File: config.mk
export PLATFORM = sky130hd
export DESIGN_NAME = ram_wb_adapter
export DESIGN_NICKNAME = d
export VERILOG_FILES = /design/src/rtl/ram_wb_adapter_pkg.sv /design/src/rtl/ram_wb_adapter.sv
export SDC_FILE = /design/constraint.sdc
export NUM_CORES = 1
export LEC_CHECK = 0
export BUFFER_PORTS_ARGS = -buffer_cell sky130_fd_sc_hd__buf_4
export CAP_MARGIN = 40
export CORE_MARGIN = 8
export CORE_UTILIZATION = 36
export CTS_BUF_LIST = sky130_fd_sc_hd__clkbuf_16
export CTS_CLUSTER_DIAMETER = 40
export DETAILED_ROUTE_END_ITERATION = 8
export PLACE_DENSITY = 0.89
export SLEW_MARGIN = 20
export SYNTH_ARGS = -nofsm -noshare
export SYNTH_HDL_FRONTEND = slang
export SYNTH_SLANG_ARGS = --single-unit
File: constraint.sdc
create_clock -name CLK -period 2 [get_ports CLK]
set_input_delay 0.2 -clock CLK [delete_from_list [all_inputs] [get_ports CLK]]
set_output_delay 0.2 -clock CLK [all_outputs]
set_load 0.02 [all_outputs]
File: src/rtl/ram_wb_adapter_pkg.sv
// Shared memory package: adapter FSM encoding and RAM block geometry.
package ram_wb_adapter_pkg;

  localparam int unsigned BLOCK_WORDS = 1024;

  typedef enum logic [1:0] {
    IDLE    = 2'd0,
    RD_WAIT = 2'd1,
    ACK     = 2'd2
  } mem_state_e;

endpackage

File: src/rtl/ram_wb_adapter.sv
// Wishbone classic slave mapping a 32 KB window onto a synchronous 32-bit RAM port.
// Handshake: a request is taken when cyc&stb are high in IDLE; wb_ack_o pulses for one cycle.
module ram_wb_adapter
  import ram_wb_adapter_pkg::*;
#(
  parameter int unsigned BLOCKS = 6,
  parameter logic [31:0] BASE   = 32'h0000_0000
) (
  input  logic        CLK,
  input  logic        RST_N,
  input  logic        wb_cyc_i,
  input  logic        wb_stb_i,
  input  logic        wb_we_i,
  input  logic [3:0]  wb_sel_i,
  input  logic [31:0] wb_adr_i,
  input  logic [31:0] wb_dat_i,
  output logic [31:0] wb_dat_o,
  output logic        wb_ack_o,
  output logic        ram_EN,
  output logic [3:0]  ram_WE,
  output logic [12:0] ram_A,
  output logic [31:0] ram_Di,
  input  logic [31:0] ram_Do,
  output mem_state_e  state_dbg
);

  localparam logic [13:0] WORD_LIMIT = 14'(BLOCKS * BLOCK_WORDS);

  mem_state_e  state, state_next;
  logic        hit, in_range, capture, load_zero;
  logic [12:0] offset;
  logic [31:0] dat_q;
  logic        unused_adr;

  assign unused_adr = ^wb_adr_i[1:0];

  assign hit      = wb_cyc_i & wb_stb_i & (wb_adr_i[31:15] == BASE[31:15]);
  assign offset   = wb_adr_i[14:2];
  assign in_range = ({1'b0, offset} < WORD_LIMIT);

  // Gated by RST_N so the RAM stays idle while reset is held, even with a live request.
  assign ram_EN = RST_N & (state == IDLE) & hit & in_range;
  assign ram_WE = (ram_EN & wb_we_i) ? wb_sel_i : 4'b0000;
  assign ram_A  = offset;
  assign ram_Di = wb_dat_i;

  assign wb_ack_o  = (state == ACK);
  assign wb_dat_o  = dat_q;
  assign state_dbg = state;

  always_ff @(posedge CLK or negedge RST_N) begin
    if (!RST_N) begin
      state <= IDLE;
      dat_q <= 32'h0;
    end else begin
      state <= state_next;
      if (load_zero) begin
        dat_q <= 32'h0;
      end else if (capture) begin
        dat_q <= ram_Do;
      end
    end
  end

  always_comb begin
    state_next = state;
    capture    = 1'b0;
    load_zero  = 1'b0;
    case (state)
      IDLE: begin
        if (hit) begin
          if (in_range && !wb_we_i) begin
            state_next = RD_WAIT;
          end else begin
            // Out-of-range reads return zero; out-of-range writes are dropped.
            state_next = ACK;
            load_zero  = !wb_we_i && !in_range;
          end
        end
      end
      RD_WAIT: begin
        if (wb_cyc_i) begin
          capture    = 1'b1;
          state_next = ACK;
        end else begin
          state_next = IDLE;
        end
      end
      ACK:     state_next = IDLE;
      default: state_next = IDLE;
    endcase
  end

endmodule

==> run summary, run 1 <==
The run finished with clean final reports. The number of slew-limit violations in the final report came to 0. For this run, the register share of the synthesized area comes to between 40 and 50%.

The largest fanout of any net on the critical path came out at 6. The synthesis warning total came out at 0. The post-route setup TNS came out at 0 ns. The fraction of final layout cells with drive strength greater than 1 is between 40% and 50%.

The routed wire length per instance is roughly 17 um. TritonCTS built the clock tree. The most common cell in the synthesized netlist is sky130_fd_sc_hd__buf_4. The post-CTS setup-driven buffer insertion count is 0. STA classifies the critical path endpoint as a primary output. The die is 89.42 um wide. Clock tree synthesis inserted a total of 5 buffers.

The sum of net half-perimeters after detailed placement is 4.383 mm. Yosys attributes the largest share of cell area to sky130_fd_sc_hd__dfrtp_1 44%, sky130_fd_sc_hd__buf_4 17%, sky130_fd_sc_hd__mux2i_1 17%. The cell area after synthesis came out at 1941 sq um. Derived from the worst setup path, the maximum achievable clock frequency is 534.3 MHz. The final-layout worst hold slack came out at 0.2024 ns. The placer congestion estimate came out at about 0.79. Clock-pin slew was measured on the worst setup and hold paths at ~0.05 ns. The classification of the worst-slack hold path is primary input to register.

The count of endpoints failing setup in the final report came out at 0. The maximum clock insertion buffer count is 2. The share of synthesized area in the top cell type comes to 43.84%. The dominant cell type by area after synthesis is sky130_fd_sc_hd__dfrtp_1.

For the pin with the worst max-slew slack, the measured transition is about 0.54 ns. The clock reaches the later pin of the worst-skew pair after 0.27 ns. The detailed router finished its first iteration with 33 violations.

The die is just under 90 um tall. The number of failing hold endpoints at the final stage came out at 0. The number of diodes came out at 0.

After detailed routing, the number of remaining DRC violations is 0. In the routed layout, each cell is associated on average with a via count of 5.115. The count of maximum capacitance violations came out at 0. The area of the die came out at 7996 sq um.

For this run the aggregate overflow at the end of global routing stands at 0. The standard cell core area is 5172 sq um. In this run the power density over the cells is about 570 nW/um^2.

The top-level port count is 190. The setup skew after layout is 0.005193 ns. By count the netlist is led by 45 x sky130_fd_sc_hd__buf_4, 34 x sky130_fd_sc_hd__dfrtp_1, 33 x sky130_fd_sc_hd__a21oi_1.

Counting every net in the synthesized netlist gives approximately 300. The depth of the CTS H-tree is 2. Once detail routing completed, the nets flagged for antenna violations numbered 0.

Entering global routing, the biggest net connects 35 pins. The number of global-route vias before repair came out at roughly 1800. The wire length after detailed routing is 5.486 mm. The final clock period utilization by the worst path is between 90% and 100%.

The floorplan has 26 rows. The total of flip-flops plus latches after synthesis came out at 34. The startpoint of the worst-slack reg-to-reg timing path is state_dbg[1]. The leakage power total came out at between 1.5 and 2 nW. The remaining max-slew budget at the tightest pin came out at 63.68%. Once the floorplan was initialized, standard cells occupied a little under two fifths of the core. The cell at the root of the clock tree is sky130_fd_sc_hd__clkbuf_16. The first detailed-routing pass took 4 iterations.

The number of antenna violations at the first check in global routing was 0. In this run, distinct cell masters in the synthesized netlist total 25. The maximum vdd drop is approximately 420 uV. CTS saw 34 sinks. After the last flow step, the layout net total stands at 350.

The synthesized instance count came out at 187. The count of port buffers added during placement is between 100 and 150. The critical path in this run is classified as primary input to primary output. In the synthesized netlist the dominant register cell turns out to be sky130_fd_sc_hd__dfrtp_1. The first global-routing pass estimated a little under 9 mm of wire. The combined global-route utilization of all metal layers came out at between 10% and 20%. At the worst endpoint, the arrival time is approximately 1.7 ns. The startpoint of the worst setup timing path is wb_adr_i[19]. Subtracting the final worst setup slack from the clock period gives 1.872 ns. The via count is around 1600. Setup repair after global routing left no endpoint under its margin. STA puts the critical path data required time at between 1.5 and 2 ns. The worst setup path is launched from a primary input. The layout has 480 filler cells. A synthesized cell averages 10.38 sq um. The growth of design area from synthesis to finish came out at 34.56%. The share of flip-flops with an asynchronous set or reset after synthesis is between 90% and 100%. The worst hold path begins at ram_Do[10].

The number of enable flip-flop cells after synthesis came out at 0.
flip-flops by register name, indices dropped and copies added, names as in the netlist:
register / count
wb_dat_o: 32
state_dbg: 2
critical path: stages:
cell and delay, ns:
sky130_fd_sc_hd__buf_4 0.11, sky130_fd_sc_hd__or4_4 0.52, sky130_fd_sc_hd__or3_4 0.45, sky130_fd_sc_hd__nor3_1 0.22, sky130_fd_sc_hd__buf_4 0.18
power breakdown:
part	switching (W)	internal, W
sequential	0.00000000734	0.000689
clock	0.000233	0.000440
combinational	0.0000488	0.0000866
total	0.000282	0.00122
timing repair:
action	in CTS	in global routing
resized for setup	0	2
hold buffers	1	0
endpoints found under the hold margin	34	0
endpoints found under the setup margin	0	1
metrics by stage:
| step | utilization [%] | cells | total power [W] | area, sq um | worst slack [ns] |
|---|---|---|---|---|---|
| after global routing | 50.48 | 314 | 0.001558 | 2611 | 0.07470 |
| after detailed placement | 47.61 | 307 | 0.0008349 | 2462 | 0.07914 |
| after CTS | 50.29 | 314 | 0.001524 | 2601 | 0.07000 |
| final | 50.48 | 314 | 0.001498 | 2611 | 0.1283 |
| after floorplan | - | 187 | 0.0008460 | 1941 | 0.04152 |
| after global placement | 47.61 | 307 | 0.0008298 | 2462 | 0.1119 |
worst paths after layout:
| path | to | slack, ns | cells after the start |
|---|---|---|---|
| min in group asynchronous | state_dbg[0] | 0.53 | 3 |
| worst max-delay path | ram_WE[2] | 0.13 | 5 |
| worst min-delay path | wb_dat_o[10] | 0.20 | 3 |
| worst max register to register | wb_dat_o[15] | 0.32 | 4 |
| worst min register to register | wb_dat_o[12] | 0.55 | 2 |
| max in group asynchronous | wb_dat_o[28] | 1.16 | 3 |
area by class of cell:
type	instances	area, sq um	area share, %
multi-input combinational	96	718.2	27.50
clock inverter	1	3.754	0.1437
tap	70	87.58	3.354
sequential	34	850.8	32.58
timing repair buffer	108	825.8	31.62
clock buffer	5	125.1	4.792
metal layers:
layer  track usage [%]  part of all wire (%)  routed length (um)
met5                 0                     0                   0
met4             7.251                   3.0                 167
met3             5.790                    10                 556
met2             24.92                    52                2839
met1             14.29                    35                1922
cells in the final DEF, fill, tap and decap left out:
master / instances
sky130_fd_sc_hd__o311a_1: 1
sky130_fd_sc_hd__nor3_1: 4
sky130_fd_sc_hd__a21boi_0: 1
sky130_fd_sc_hd__nor4bb_1: 1
sky130_fd_sc_hd__nor4_4: 1
sky130_fd_sc_hd__nand2_1: 1
sky130_fd_sc_hd__or4_1: 1
sky130_fd_sc_hd__clkbuf_16: 5
sky130_fd_sc_hd__nor4_1: 3
sky130_fd_sc_hd__or4bb_1: 1
sky130_fd_sc_hd__buf_12: 1
sky130_fd_sc_hd__nor3_2: 1
sky130_fd_sc_hd__nor2_1: 2
sky130_fd_sc_hd__buf_4: 106
sky130_fd_sc_hd__mux2i_1: 32
sky130_fd_sc_hd__and4bb_1: 1
sky130_fd_sc_hd__o31ai_1: 1
sky130_fd_sc_hd__nor2b_1: 1
sky130_fd_sc_hd__and3_1: 1
sky130_fd_sc_hd__or3_4: 1
sky130_fd_sc_hd__clkinv_1: 1
sky130_fd_sc_hd__a21oi_1: 33
sky130_fd_sc_hd__nand4_1: 5
sky130_fd_sc_hd__nand3b_1: 1
sky130_fd_sc_hd__dlygate4sd3_1: 1
sky130_fd_sc_hd__dfrtp_1: 34
sky130_fd_sc_hd__or3_1: 1
sky130_fd_sc_hd__or4_4: 1
sky130_fd_sc_hd__o21ai_0: 1
cell families after synthesis:
logic type | Yosys count | synth area share [%]
AOI/OAI and AO/OA | 37 | 10.06
buffers and inverters | 57 | 20.12
DFF | 34 | 43.84
muxes | 32 | 16.51
and+or+nand+nor | 27 | 9.478
No activity file was read; power rests on OpenSTA's default activity.
==> run 2: changes to the inputs <==
--- a/config.mk
+++ b/config.mk
@@ -8,11 +8,11 @@
 export BUFFER_PORTS_ARGS = -buffer_cell sky130_fd_sc_hd__buf_4
 export CAP_MARGIN = 40
 export CORE_MARGIN = 8
-export CORE_UTILIZATION = 36
-export CTS_BUF_LIST = sky130_fd_sc_hd__clkbuf_16
+export CORE_UTILIZATION = 37
+export CTS_BUF_LIST = sky130_fd_sc_hd__clkbuf_8
 export CTS_CLUSTER_DIAMETER = 40
 export DETAILED_ROUTE_END_ITERATION = 8
-export PLACE_DENSITY = 0.89
+export PLACE_DENSITY = 0.91
 export SLEW_MARGIN = 20
 export SYNTH_ARGS = -nofsm -noshare
 export SYNTH_HDL_FRONTEND = slang
==> run summary, run 2 (synthesized netlist as in run 1, its figures left out) <==
The run finished with clean final reports. The post-route setup TNS came out at 0 ns. The areal power density over the cells came out at approximately 520 nW/um^2.

The maximum vdd drop is around 270 uV. The count of cells in the finished layout, fillers not included, comes to 316. The proportion of power drawn by flip-flops and latches came out at between 50% and 60%. The standard-cell row count came out at 26. After detailed routing, the number of vias per cell comes to ~4.9. The area of the die is 7818 sq um. The first-pass GRT wire length came out at 8.224 mm. The tree is rooted in a sky130_fd_sc_hd__clkbuf_8.

The number of placed instances, taps included came out at roughly 300. The clock tree synthesis step divided the H-tree into 2 levels. The startpoint-to-endpoint class of the critical path is primary input to primary output. In the layout the commonest cells are 107 x sky130_fd_sc_hd__buf_4, 34 x sky130_fd_sc_hd__dfrtp_1, 33 x sky130_fd_sc_hd__a21oi_1, 32 x sky130_fd_sc_hd__mux2i_1, 6 x sky130_fd_sc_hd__clkbuf_8. The startpoint type of the worst setup path is a primary input. The final clock period utilization by the worst path is between 90% and 100%. The insertion delay to the later sink of the worst-skew pair is between 0.2 and 0.3 ns. The sink count of the clock tree came out at 34. The maximum clock insertion buffer count is 2. In this run the standard cell core region covers between 5000 and 6000 sq um. The number of global-route vias before repair came out at 1700. Across the run, the number of max-cap violations was 0. After the first detailed-routing iteration, the DRC count stood at 23.

The total power is about 0.0013 W. From left edge to right edge, the die measures 88.42 um. Buffers placed on the I/O ports in this run total between 100 and 150. The flip-flop count of the largest register after layout is 32. The share of power burned in the clock network came out at between 30 and 40%. At the end of routability-driven placement, the weighted congestion stood at a little over 0.8. The leakage power total is 1.532 nW. The peak clock frequency supported by timing came out at 525.6 MHz.

The transition time at the pin with the least slew margin came out at just under 0.6 ns. The fraction of final layout cells with drive strength greater than 1 is a little under half. The number of failing hold endpoints at the final stage came out at 0. The switching power is approximately 0.00029 W.

After clock tree synthesis, the setup repair step added 0 buffers. Along the worst path, the maximum fanout reaches 6. The part of the power in combinational logic is 10.0%. The leading cell type in the layout, fill and taps excluded is sky130_fd_sc_hd__buf_4. The worst pin sits at a relative slew slack of between 60 and 70%. The pin count of the biggest net entering global routing came out at 35. The clock-pin slew of the registers on the worst-case setup and hold paths came out at around 0.07 ns.

The residual antenna-violating net count after detailed routing is 0. The number of slew-limit violations in the final report came out at 0. The total CTS buffers came out at 5.

For this run, the detailed router's first-pass iteration total came to 4. The combined global-route utilization of all metal layers is between 10% and 20%. The starting utilization of the core area is a little under two fifths. The internal cell power came out at between 0.001 and 0.0015 W. Across the routed clock network, the largest skew measured is 0.003598 ns. The count of endpoints failing setup in the final report came out at 0. The number of antenna diodes in the final layout is 0.

Setup repair after global routing left no endpoint under its margin. The required time at the endpoint of the critical path is 1.80 ns. The DRC violations left came out at 0. The net total in the final layout is between 300 and 400. The vertical die dimension is 88.42 um. The number of antenna violations at the first check in global routing is 0.

The top-level port count came out at 190. The worst endpoint data arrival time came out at roughly 1.7 ns. The wire length after detailed routing came out at around 5.2 mm. The switching portion of total power is between 20% and 30%. Summed over all layers, the global routing overflow is 0. The sum of net half-perimeters after detailed placement is approximately 4.1 mm. The routed wire length per instance came out at roughly 16 um. The worst setup path is captured at a primary output. The worst hold path belongs to the class primary input to register. Fill cells in the final layout number between 400 and 500. The clock tree from TritonCTS is yes.

The time the final worst path needs with I/O delays and setup came out at around 1.9 ns. The via count came out at roughly 1600. Relative to the synthesized area, the layout overhead comes to 31.92%.
==> run 2: cell count changes in the layout (fill, tap and decap cells not counted) <==
cell and change:
sky130_fd_sc_hd__nor3_1 +1, sky130_fd_sc_hd__buf_4 +1, sky130_fd_sc_hd__buf_12 -1, sky130_fd_sc_hd__nor3_2 -1, sky130_fd_sc_hd__clkinv_2 +1, sky130_fd_sc_hd__clkbuf_8 +6
sky130_fd_sc_hd__clkinvlp_4 +1, sky130_fd_sc_hd__clkinv_1 -1, sky130_fd_sc_hd__clkbuf_16 -5
==> run 2: area by class of cell <==
type,instances,area [sq um],share of cell area [%]
clock inverter,2,12.51,0.4888
tap,70,87.58,3.421
multi-input combinational,96,713.2,27.86
timing repair buffer,108,813.3,31.77
clock buffer,6,82.58,3.226
sequential,34,850.8,33.24
==> run 2: path summary, 6_finish.rpt <==
check / depth (start not counted) / end / start / slack (ns)
max: 5 / ram_EN / wb_adr_i[19] / 0.1
min: 3 / wb_dat_o[16] / ram_Do[16] / 0.19
max reg2reg: 4 / wb_dat_o[2] / state_dbg[1] / 0.30
min reg2reg: 2 / wb_dat_o[3] / wb_dat_o[3] / 0.56
max in group asynchronous: 3 / wb_dat_o[5] / RST_N / 1.17
min in group asynchronous: 3 / wb_dat_o[29] / RST_N / 0.52
==> run 2: repair_timing <==
action / 4_1_cts / 5_1_grt
setup endpoints to repair: 0 / 4
hold endpoints to repair: 34 / 0
hold buffers: 1 / 0
resized for setup: 0 / 1
==> run 2: power groups by stage <==
stage	Sequential [W]	Clock, W	Combinational, W
6_report	0.000687	0.000514	0.000134
5_1_grt	0.000687	0.000568	0.000146
4_1_cts	0.000687	0.000536	0.000135
3_5_place_dp	0.000700	0	0.000133
3_3_place_gp	0.000700	0	0.000130
2_1_floorplan	0.000701	0	0.000145
==> run 2: routing by layer <==
layer | GRT usage, % | vias to the layer above | share of wire [%]
met1 | 13.19 | 736 | 36
met2 | 23.56 | 70 | 50
met5 | 0 | - | 0
met3 | 6.407 | 20 | 12
li1 | - | 733 | -
met4 | 5.223 | 0 | 1.8
==> run 2: critical path: stages <==
cell and delay, ns:
sky130_fd_sc_hd__buf_4 0.11, sky130_fd_sc_hd__or4_4 0.56, sky130_fd_sc_hd__or3_4 0.44, sky130_fd_sc_hd__nor3_1 0.22, sky130_fd_sc_hd__buf_4 0.18
==> run 2: through the flow <==
step / instance area [sq um] / hold WS [ns] / setup slack [ns] / utilization [%]
floorplan: 1941 / -0.09559 / 0.04152 / -
global placement: 2450 / 0.2705 / 0.08484 / 48.27
detailed placement: 2450 / 0.2815 / 0.05193 / 48.27
CTS: 2555 / 0.1805 / 0.03658 / 50.35
global route: 2560 / 0.1951 / 0.03553 / 50.44
finish: 2560 / 0.1901 / 0.09738 / 50.44
==> run 3: changes to the inputs <==
--- a/config.mk
+++ b/config.mk
@@ -5,10 +5,11 @@
 export SDC_FILE = /design/constraint.sdc
 export NUM_CORES = 1
 export LEC_CHECK = 0
+export ABC_AREA = 1
 export BUFFER_PORTS_ARGS = -buffer_cell sky130_fd_sc_hd__buf_4
 export CAP_MARGIN = 40
 export CORE_MARGIN = 8
-export CORE_UTILIZATION = 37
+export CORE_UTILIZATION = 39
 export CTS_BUF_LIST = sky130_fd_sc_hd__clkbuf_8
 export CTS_CLUSTER_DIAMETER = 40
 export DETAILED_ROUTE_END_ITERATION = 8
==> run summary, run 3 <==
The worst reg2reg path endpoint is wb_dat_o[11]. The proportion of netlist area held by the largest area contributor is between 30% and 40%. The areal power density over the cells is 485.5 nW/um^2. After clock tree synthesis, the setup repair step added 0 buffers. Walking the worst path, the cells encountered are inv_1, nand2_2, inv_1, and3_1, nand3_1, nor2_1, buf_4. The via count is around 2000.

Across every metal layer, demand over resource in global routing totals 14.16%. The min-delay analysis places its worst path in the category primary input to asynchronous set/reset pin. The largest fanout of any net on the critical path came out at 4.

Buffers inserted during clock tree synthesis total 5. The sequential fraction of the synthesis area came out at between 30% and 40%. The run finished, with violations left.

The final-layout worst hold slack came out at -0.007895 ns. The worst-case IR drop observed on VDD is approximately 400 uV. The first-pass GRT wire length came out at 9.825 mm. Measured in cells, the most critical reg-to-reg path has a length of 6. In this run the power spent charging and discharging nets is 0.0002973 W.

The top-level port count came out at 190. The post-cts repair resize count is 0. The proportion of power drawn by flip-flops and latches is between 50% and 60%. The cell area after synthesis came out at 2197 sq um. Headroom to the max-slew limit came out at 66.38%. The cell with the largest stage delay on the worst path is sky130_fd_sc_hd__dfrtp_1. The sum of net half-perimeters after detailed placement came out at 4.559 mm. The number of global-route vias before repair is about 2100.

STA classifies the critical path endpoint as a primary output. The tool flagged a number of max-cap violations equal to 0. The maximum clock insertion buffer count came out at 2. The final reports fail on hold timing. The standard-cell row count is 27. The startpoint type of the worst setup path is a register. The via-per-instance ratio is 4.450. The depth of the CTS H-tree is 2. The tree is rooted in a sky130_fd_sc_hd__clkbuf_8.

OpenSTA, run right after detailed placement, puts the worst setup slack at about 0.47 ns. At the pin with the least slew margin, the transition time is slightly above 0.5 ns. The net count after synthesis came out at about 420. In the final routed layout, each cell accounts on average for 13.50 um.

For this run, the leading register cell type out of synthesis is sky130_fd_sc_hd__dfrtp_1. In the post-synthesis netlist, the cell with the most instances is sky130_fd_sc_hd__nand2_1. The synthesis warning total is 0. Entering global routing, the biggest net connects 35 pins. Ranked by total cell area, the synthesized netlist is headed by sky130_fd_sc_hd__dfrtp_1 39%, sky130_fd_sc_hd__nand2_1 18%, sky130_fd_sc_hd__buf_4 16%. The share of flip-flops with an asynchronous set or reset after synthesis came out at 100.0%. The part of the power in combinational logic is 10.2%. The peak clock frequency supported by timing is 579.0 MHz. The growth of design area from synthesis to finish came out at 25.85%. The setup path with the least slack is of type register to primary output. The die is between 90 and 100 um tall.

The number of antenna diodes in the final layout is 0. The post-cts hold buffer count is 0. The number of failing hold endpoints at the final stage is 25.

The count of endpoints failing setup in the final report is 0. The fraction of final layout cells with drive strength greater than 1 came out at between 30% and 40%. The standard cell core area came out at 5473 sq um.

The post-route setup TNS came out at 0 ns. The leakage power total came out at ~1.8 nW. The synthesized instance count is 312. In the layout the commonest cells are 107 x sky130_fd_sc_hd__nand2_1, 107 x sky130_fd_sc_hd__buf_4, 40 x sky130_fd_sc_hd__inv_1, 34 x sky130_fd_sc_hd__dfrtp_1, 32 x sky130_fd_sc_hd__o21ai_0. TritonCTS built the clock tree.

After layout, the worst path uses between 80% and 90% of the clock period. The number of enable flip-flop cells after synthesis came out at 0. The critical path starts at state_dbg[0]. The total of flip-flops plus latches after synthesis is 34.

By count the netlist is led by 107 x sky130_fd_sc_hd__nand2_1, 48 x sky130_fd_sc_hd__buf_4, 39 x sky130_fd_sc_hd__inv_1. The distinct cell type count after synthesis is 19. Clock tree synthesis found a total of 34 sinks. The number of antenna violations at the first check in global routing is 0.

The die width came out at 91.06 um. The insertion delay to the later sink of the worst-skew pair came out at between 0.2 and 0.3 ns. The DRC violations left came out at 0. The number of slew-limit violations in the final report is 0. The clock-pin slew of the registers on the worst-case setup and hold paths is 0.07 ns. The switching portion of total power came out at about 22%.

Setup repair after global routing left no endpoint under its margin. The count of TritonRoute iterations in the first routing pass came out at 4. The register with the most flip-flops in the layout has 32 of them. The setup skew after layout came out at 0.005334 ns. The cell that appears most often on the critical path is sky130_fd_sc_hd__inv_1. The net total in the final layout came out at about 470.

The reg2reg setup slack is 0.50 ns. After layout, the minimum clock period comes to about 1.7 ns. The clock network burns between 30% and 40% of the power.

The internal cell power came out at 0.001045 W. The worst endpoint data arrival time came out at approximately 1.5 ns. The longest individual stage delay on the worst path came out at about 0.41 ns. The remaining global-route overflow is 0. The congestion estimate from routability-driven global placement came to 0.7232. For the worst setup path, the data required time is ~1.8 ns. The count of nets left with antenna violations once routing finished came out at 0. In the post-route analysis, the smallest setup slack over all paths is 0.2729 ns. Once the floorplan was initialized, standard cells occupied 40.15% of the core. The count of port buffers added during placement came out at a little over 100. The die covers slightly above 8000 sq um. The dominant cell type by area after synthesis is sky130_fd_sc_hd__dfrtp_1. The mean instance size in the synthesized netlist is about 7.0 sq um. The wire length after detailed routing came out at 5.968 mm. The first-iteration detailed-routing DRC count came out at 40. The startpoint of the worst-slack reg-to-reg timing path is state_dbg[0].
==> run 3: routing by layer <==
| layer | track usage (%) | wire length [um] | share of wire (%) |
|---|---|---|---|
| met5 | 0 | 0 | 0 |
| met4 | 4.911 | 74 | 1.2 |
| met3 | 6.749 | 570 | 9.6 |
| met2 | 25.39 | 3034 | 51 |
| met1 | 13.95 | 2290 | 38 |
==> run 3: area by class of cell <==
| cell class | count | area [sq um] |
|---|---|---|
| clock inverter | 2 | 8.758 |
| multi-input combinational | 176 | 760.7 |
| fill | 535 | 2708 |
| clock buffer | 6 | 82.58 |
| tap | 72 | 90.09 |
| timing repair buffer | 107 | 803.3 |
| inverter | 45 | 168.9 |
| sequential | 34 | 850.8 |
==> run 3: power by group through the flow <==
| stage | Sequential (W) | Combinational (W) | Clock [W] |
|---|---|---|---|
| after floorplan | 0.000701 | 0.000151 | 0 |
| after global placement | 0.000700 | 0.000136 | 0 |
| after detailed placement | 0.000700 | 0.000139 | 0 |
| after CTS | 0.000687 | 0.000139 | 0.000538 |
| after global routing | 0.000687 | 0.000152 | 0.000562 |
| final | 0.000687 | 0.000137 | 0.000518 |
==> run 3: worst max path at each step <==
stage,endpoint,cells past startpoint
floorplan,ram_WE[0],6
global placement,wb_dat_o[11],6
detailed placement,wb_dat_o[11],6
CTS,ram_WE[3],7
global route,ram_WE[0],7
finish,ram_WE[3],7
==> run 3: cells by family (layout without fill, tap and decap cells) <==
family                 count (synthesis)  count (layout)  synth area share (%)
buffers and inverters                102             160                 26.65
AND/OR/NAND/NOR                      142             142                 26.88
flip-flops                            34              34                 38.72
AO/OA/AOI/OAI                         34              34                 7.745
==> run 3: stage by stage <==
stage | util [%] | cells | instance area, sq um | hold slack, ns | power (W)
4_1_cts | 50.53 | 442 | 2765 | 0.007076 | 0.001365
2_1_floorplan | - | 312 | 2197 | -0.09559 | 0.0008513
6_report | 50.53 | 442 | 2765 | -0.007895 | 0.001343
3_5_place_dp | 48.86 | 434 | 2674 | 0.3166 | 0.0008396
5_1_grt | 50.53 | 442 | 2765 | 0.02803 | 0.001400
3_3_place_gp | 48.86 | 434 | 2674 | 0.3090 | 0.0008360
==> run 3: critical path, delay by kind of cell (launching register included) <==
family                 cells  cell delay, ns
flip-flops                 1            0.41
AND/OR/NAND/NOR            4            0.53
buffers and inverters      3            0.31
